==> src/rtl/alu_result_tx.sv <==
// UART-style serial transmitter: sends one parallel result word LSB-first
// as a start/data/stop frame with a start/busy/done handshake.
module alu_result_tx #(
  parameter int unsigned BITS_DATA    = 8,
  parameter int unsigned CLKS_PER_BIT = 2604,
  parameter int unsigned STOP_BITS    = 1
) (
  input  logic                 clk,
  input  logic                 i_reset,
  input  logic                 i_tx_start,
  input  logic [BITS_DATA-1:0] i_data,
  output logic                 o_tx,
  output logic                 o_tx_busy,
  output logic                 o_tx_done
);

  localparam int unsigned CNT_W   = (CLKS_PER_BIT > 1) ? $clog2(CLKS_PER_BIT) : 1;
  localparam int unsigned BIT_MAX = (BITS_DATA > STOP_BITS) ? BITS_DATA : STOP_BITS;
  localparam int unsigned BIT_W   = $clog2(BIT_MAX + 1);

  localparam logic [CNT_W-1:0] CNT_LAST  = CNT_W'(CLKS_PER_BIT - 1);
  localparam logic [BIT_W-1:0] DATA_LAST = BIT_W'(BITS_DATA - 1);
  localparam logic [BIT_W-1:0] STOP_LAST = BIT_W'(STOP_BITS - 1);

  localparam logic [1:0] IDLE  = 2'd0;
  localparam logic [1:0] START = 2'd1;
  localparam logic [1:0] DATA  = 2'd2;
  localparam logic [1:0] STOP  = 2'd3;

  logic [1:0]           state, state_n;
  logic [CNT_W-1:0]     cnt, cnt_n;
  logic [BIT_W-1:0]     bit_idx, bit_idx_n;
  logic [BITS_DATA-1:0] shreg, shreg_n;
  logic                 tx_n, busy_n, done_n;

  // Outputs are decoded from the next state so they line up with it cycle-for-cycle.
  always_ff @(posedge clk or posedge i_reset) begin
    if (i_reset) begin
      state     <= IDLE;
      cnt       <= '0;
      bit_idx   <= '0;
      shreg     <= '0;
      o_tx      <= 1'b1;
      o_tx_busy <= 1'b0;
      o_tx_done <= 1'b0;
    end else begin
      state     <= state_n;
      cnt       <= cnt_n;
      bit_idx   <= bit_idx_n;
      shreg     <= shreg_n;
      o_tx      <= tx_n;
      o_tx_busy <= busy_n;
      o_tx_done <= done_n;
    end
  end

  always_comb begin
    state_n   = state;
    cnt_n     = cnt;
    bit_idx_n = bit_idx;
    shreg_n   = shreg;
    tx_n      = 1'b1;
    busy_n    = 1'b0;
    done_n    = 1'b0;

    case (state)
      IDLE: begin
        if (i_tx_start) begin
          shreg_n   = i_data;
          cnt_n     = '0;
          bit_idx_n = '0;
          state_n   = START;
        end
      end
      START: begin
        if (cnt == CNT_LAST) begin
          cnt_n     = '0;
          bit_idx_n = '0;
          state_n   = DATA;
        end else begin
          cnt_n = cnt + CNT_W'(1);
        end
      end
      DATA: begin
        if (cnt == CNT_LAST) begin
          cnt_n   = '0;
          shreg_n = shreg >> 1;
          if (bit_idx == DATA_LAST) begin
            bit_idx_n = '0;
            state_n   = STOP;
          end else begin
            bit_idx_n = bit_idx + BIT_W'(1);
          end
        end else begin
          cnt_n = cnt + CNT_W'(1);
        end
      end
      default: begin
        // Stop bits reuse the bit index so multi-stop periods stay exact.
        if (cnt == CNT_LAST) begin
          cnt_n = '0;
          if (bit_idx == STOP_LAST) begin
            bit_idx_n = '0;
            state_n   = IDLE;
          end else begin
            bit_idx_n = bit_idx + BIT_W'(1);
          end
        end else begin
          cnt_n = cnt + CNT_W'(1);
        end
      end
    endcase

    case (state_n)
      START:   tx_n = 1'b0;
      DATA:    tx_n = shreg_n[0];
      default: tx_n = 1'b1;
    endcase

    busy_n = (state_n != IDLE);
    done_n = (state_n == STOP) && (cnt_n == CNT_LAST) && (bit_idx_n == STOP_LAST);
  end

endmodule

==> config.mk <==
export PLATFORM = sky130hd
export DESIGN_NAME = alu_result_tx
export DESIGN_NICKNAME = d
export VERILOG_FILES = /design/src/rtl/alu_result_tx.sv
export SDC_FILE = /design/constraint.sdc
export NUM_CORES = 1
export LEC_CHECK = 0
export CORE_UTILIZATION = 40
export DETAILED_ROUTE_END_ITERATION = 8
export DONT_BUFFER_PORTS = 1
export GPL_ROUTABILITY_DRIVEN = 0
export SLEW_MARGIN = 25
export SYNTH_ARGS = -nofsm -noshare
export SYNTH_HDL_FRONTEND = slang
export SYNTH_SLANG_ARGS = --single-unit
==> constraint.sdc <==
create_clock -name clk -period 2.3 [get_ports clk]
set_input_delay 0.345 -clock clk [delete_from_list [all_inputs] [get_ports clk]]
set_output_delay 0.345 -clock clk [all_outputs]
set_load 0.01 [all_outputs]
[Word level (Yosys, flattened, before mapping)]
Index checks and enable logic that the tools add are counted.
Word-level totals
  output and inout port bits: 3
  bits in registers: 29
  input port bits: 11
  logic and storage cells: 49
Cells by class
  equal/unequal tests: 10
  reductions and logical operators: 8
  mux-type cells: 21
  add/subtract/negate cells: 2
Operators with widths (count)
  2-to-1 mux 12 bit: 3
  equality test 12 bit (second input constant): 2
  2-to-1 mux 4 bit: 6
  2-to-1 mux 8 bit: 2
  one-hot mux 8 bit (2 select lines): 1
  adder 12 x 1 -> 12 bit (second input constant): 1
  2-to-1 mux 2 bit: 6
  one-hot mux 4 bit (3 select lines): 1
  zero test 4 bit: 2
  equality test 2 bit (second input constant): 3
  one-hot mux 2 bit (3 select lines): 1
  adder 4 x 1 -> 4 bit (second input constant): 1
  equality test 2 x 1 -> 1 bit (second input constant): 2
  equality test 4 x 3 -> 1 bit (second input constant): 1
  != test 2 bit (second input constant): 2
  nonzero test 2 bit: 2
  AND reduction 3 bit: 1
  logical AND 1 bit: 2
  zero test 2 bit: 1
  one-hot mux 1 bit (2 select lines): 1

[Depth between registers and ports, before layout]
Gate-level depths: netlist of the first run.
  depth in word-level cells: 7
  mapped depth: 9
  mapped depth without buffers: 9

[Worst setup path before layout of the first run]
Ideal clock, no wire load.
  path kind: reg2reg
  start: register cnt[0]
  end: register o_tx_done
  path buffers: 1
  clock period less this slack: 2460 ps
  cell stages (with the launch flop): 10
  library setup time: 95 ps
  data required time: 2205 ps
  arrival: 2365 ps
  setup slack: -160 ps
  cells stage by stage: dfrtp_1 > ha_1 > nor2b_2 > and4b_1 > buf_6 > a21oi_1 > a32o_2 > or3b_1 > or4_1 > nor4b_2
Between the ends
  elaborated cells on any way between the ends: 18
  classes of those cells: 1 x add/sub; 3 x eq/ne; 11 x mux; 3 x reduce/logical
RTL lines
  from (decl): line 31  | logic [CNT_W-1:0] cnt, cnt_n;
  from (signal assigned): line 48  | cnt <= cnt_n;
  equality test 12 bit (*): line 76, 85, 100
  2-to-1 mux 4 bit (on tied branches): line 100, 76, 85
  one-hot mux 4 bit (3 select lines) (*): line 66  | case (state)
  via bit_idx_n[1]: line 32  | logic [BIT_W-1:0] bit_idx, bit_idx_n;
  zero test 4 bit (*): line 121  | done_n = (state_n == STOP) && (cnt_n == CNT_LAST) && (bit_idx_n == STOP_LAST);
  logical AND 1 bit (*): line 121
  via done_n: line 34  | logic tx_n, busy_n, done_n;
  to (signal assigned): line 53  | o_tx_done <= done_n;
  to (decl): line 14  | output logic o_tx_done
Mark *: on every way through the listed nets, which the timed path passes. The rest lies on a longest branch.
A chain may end at the register's enable or synchronous reset.

[Final worst setup path of the first run]
  start: register cnt[10]
  end: register o_tx_done
The elaborated chain is that of the path after synthesis.

==> metrics, run 1 <==
fin. max-slew vios=0; Placed Cells=roughly 270; RSZ-0062 raised after global routing=yes; ys async rst share=between 90% and 100%; DRT Wirelength=4440 µm; Rel. slew slack=61.8%; Overall Global Routing Usage=23.4%; final worst slack=-0.126 ns; NumNets Final=239; Hold Violations, Final=0; Cell variety after synth=51; yosys warns=0; Pre-Repair DR Iteration Count=4; DP HPWL=roughly 3300 µm; Syn Std Cell Area=between 1500 and 2000 µm²; WS Path Type=flip-flop to flip-flop; post-route ant nets=0; GRT overflow=0; Seq/Total Area, Yosys=between 40% and 50%; initial antenna violation count=0; violated checks=setup timing; Hold Crit Class=primary input to async pin; chip height=66.2 µm; DR vias=~1.6k; full die area=between 4000 and 5000 µm²; most numerous cell in the Yosys netlist=nand2_1; CP max FO=5; CTS tree=done; Buffers on Ports=0; vias in the first global route=~1.6k; kind of end point of the critical path=flip-flop; MaxCap Viol Count=0; post-synth top area cell=dfrtp_1; clk_lat worst skew=roughly 0.29 ns; synth cell count leaders=nand2_1 (35), dfrtp_1 (28), o21ai_0 (20); Setup Skew=0.00290 ns; Pleak=between 0.9 and 1 nW; Final Critical Period=between 2 and 2.5 ns; FMAX=between 400 and 500 MHz; final non-filler cell total=roughly 270; Startpoint Class=flip-flop; final worst-path cycle share=105%; Max IR drop VDD=284 µV; Power Density=458 nW/µm²; # H-tree levels=2; # setup viols final=1; Place WS=-0.208 ns; share of layout cells above drive strength 1=30.1%; WP data required=roughly 2.5 ns; first-pass GRT wire length=approximately 7400 µm; Synth Flop Type=dfrtp_1; CTS Buffer Depth=2; Gate Count Post-Synth=184; CTS root buffer=clkbuf_8; clock slew at reported path FFs=about 0.07 ns; syn_area_per_cell=slightly below 9 µm²; Tightest Pin Transition=around 0.57 ns; CTS Hold Bufs=0; # diodes=0; total CTS buffers=5; DR WL/cell=16.2 µm; Syn Nets=198; Synth top area share=between 40% and 50%; register bit count reported by yosys=29; Synth-to-Final Area Change=26.7%; DRC viols=0; postcts setup bufs=0; num ports=14; # fillers=353; critical path arrival=2.62 ns; main area contributors after synthesis=dfrtp_1 (43%), nand2_1 (8.0%), o21ai_0 (6.1%); largest net degree at the start of global routing=30; die width=approximately 66 µm; run status=finished, violations left; # clock sinks=29; DR vias/cell=~5.7; detailed router's first-iteration violation count=94; Core Area=approximately 3800 µm²; Core Rows=22; starting density of the core=between 40 and 50%; EDFF count, synth=0
## where the power goes
group / switching, W / leakage, nW / internal (W)
logic: 0.0000138 / 0.515 / 0.00000403
clock network: 0.000210 / 0.0439 / 0.000208
registers: 0.00000336 / 0.358 / 0.000516
total: 0.000227 / 0.917 / 0.000729
## through the flow
stage	setup TNS [ns]	instance area [µm²]	utilization (%)	power, W	hold slack, ns
after floorplan	-0.140	1650	-	0.000541	0.422
after global placement	-0.0814	1980	52.0	0.000547	0.330
after detailed placement	-0.208	1980	52.0	0.000547	0.330
after CTS	-0.104	2080	54.7	0.000968	0.0267
after global routing	-0.233	2090	54.9	0.000987	0.0445
final	-0.126	2090	54.9	0.000956	0.0206
## cells by family after synthesis
kind of cell	count (synthesis)	synth area share (%)
AO/OA/AOI/OAI	49	19.5
XOR/XNOR	3	1.60
adder cells (fa/ha/maj)	3	2.28
buffers and inverters	11	3.42
flip-flops	29	44.1
multiplexers	2	1.29
AND/OR/NAND/NOR	87	27.7
## final timing paths
| check | endpoint | from | depth (start not counted) | slack, ns |
|---|---|---|---|---|
| max | o_tx_done$_DFF_PP0_ | cnt[10]$_DFF_PP0_ | 7 | -0.13 |
| min reg2reg | shreg[3]$_DFFE_PP0P_ | shreg[3]$_DFFE_PP0P_ | 2 | 0.49 |
| min in group clk | shreg[7]$_DFFE_PP0P_ | i_data[7] | 2 | 0.19 |
| max reg2reg | o_tx_done$_DFF_PP0_ | cnt[10]$_DFF_PP0_ | 7 | -0.13 |
| min | cnt[10]$_DFF_PP0_ | i_reset | 2 | 0.02 |
| max in group asynchronous | o_tx$_DFF_PP1_ | i_reset | 2 | 1.97 |
## worst max-delay path, stage by stage (launching register included)
cell      delay [ns]
dfrtp_1         0.38
nand4b_1        0.23
and4b_2         0.40
a21oi_2         0.10
a32o_2          0.24
or3b_1          0.35
or4_1           0.42
nor4b_2         0.22
## sequential cells by signal, summed over array words and instances, names as in the netlist
name and cells:
bit_idx 4, cnt 12, o_tx 1, o_tx_busy 1, o_tx_done 1, shreg 8
state 2
## layout make-up
| cell class | count | area (µm²) | share of cell area (%) |
|---|---|---|---|
| Clock buffer | 5 | 68.8 | 3.30 |
| Sequential cell | 29 | 727 | 34.8 |
| Tap cell | 48 | 60.1 | 2.88 |
| Multi-Input combinational cell | 144 | 895 | 42.9 |
| Clock inverter | 3 | 17.5 | 0.839 |
| Timing Repair Buffer | 40 | 300 | 14.4 |
| Inverter | 5 | 18.8 | 0.899 |
## cell usage in the layout, fill, tap and decap left out, types with 3 or more instances in the layout
| cell | Yosys | final |
|---|---|---|
| nor2_1 | 10 | 10 |
| and3_1 | 4 | 4 |
| nor2_2 | 3 | 3 |
| clkbuf_8 | 0 | 5 |
| o21ai_0 | 20 | 19 |
| buf_4 | 0 | 40 |
| a21oi_1 | 4 | 3 |
| nand3_1 | 11 | 11 |
| dfrtp_1 | 28 | 28 |
| inv_1 | 5 | 5 |
| nand2_1 | 35 | 34 |
| nor3_1 | 4 | 4 |
| a31oi_1 | 3 | 3 |
| nand4_1 | 3 | 3 |
| a22oi_1 | 6 | 6 |
## metal layers
layer / wire [µm] / global-route usage (%) / vias up
met5: 0 / 0 / -
met3: 203 / 5.69 / 11
li1: - / - / 757
met4: 114 / 11.2 / 0
met1: 2030 / 30.1 / 733
met2: 2100 / 36.9 / 52
## timing repair
item                                    CTS  global route
gates resized for setup                   6             1
pin swaps                                 2             0
endpoints found under the setup margin    1             1
Power figures use the tool's default switching activity.
==> inputs of run 2 (changes only) <==
Settings changed: CTS_BUF_LIST set to sky130_fd_sc_hd__clkbuf_4 sky130_fd_sc_hd__clkbuf_8, TNS_END_PERCENT set to 10.
==> results of run 2 <==
Final layout, timing and power as in run 1 (identical DEF).
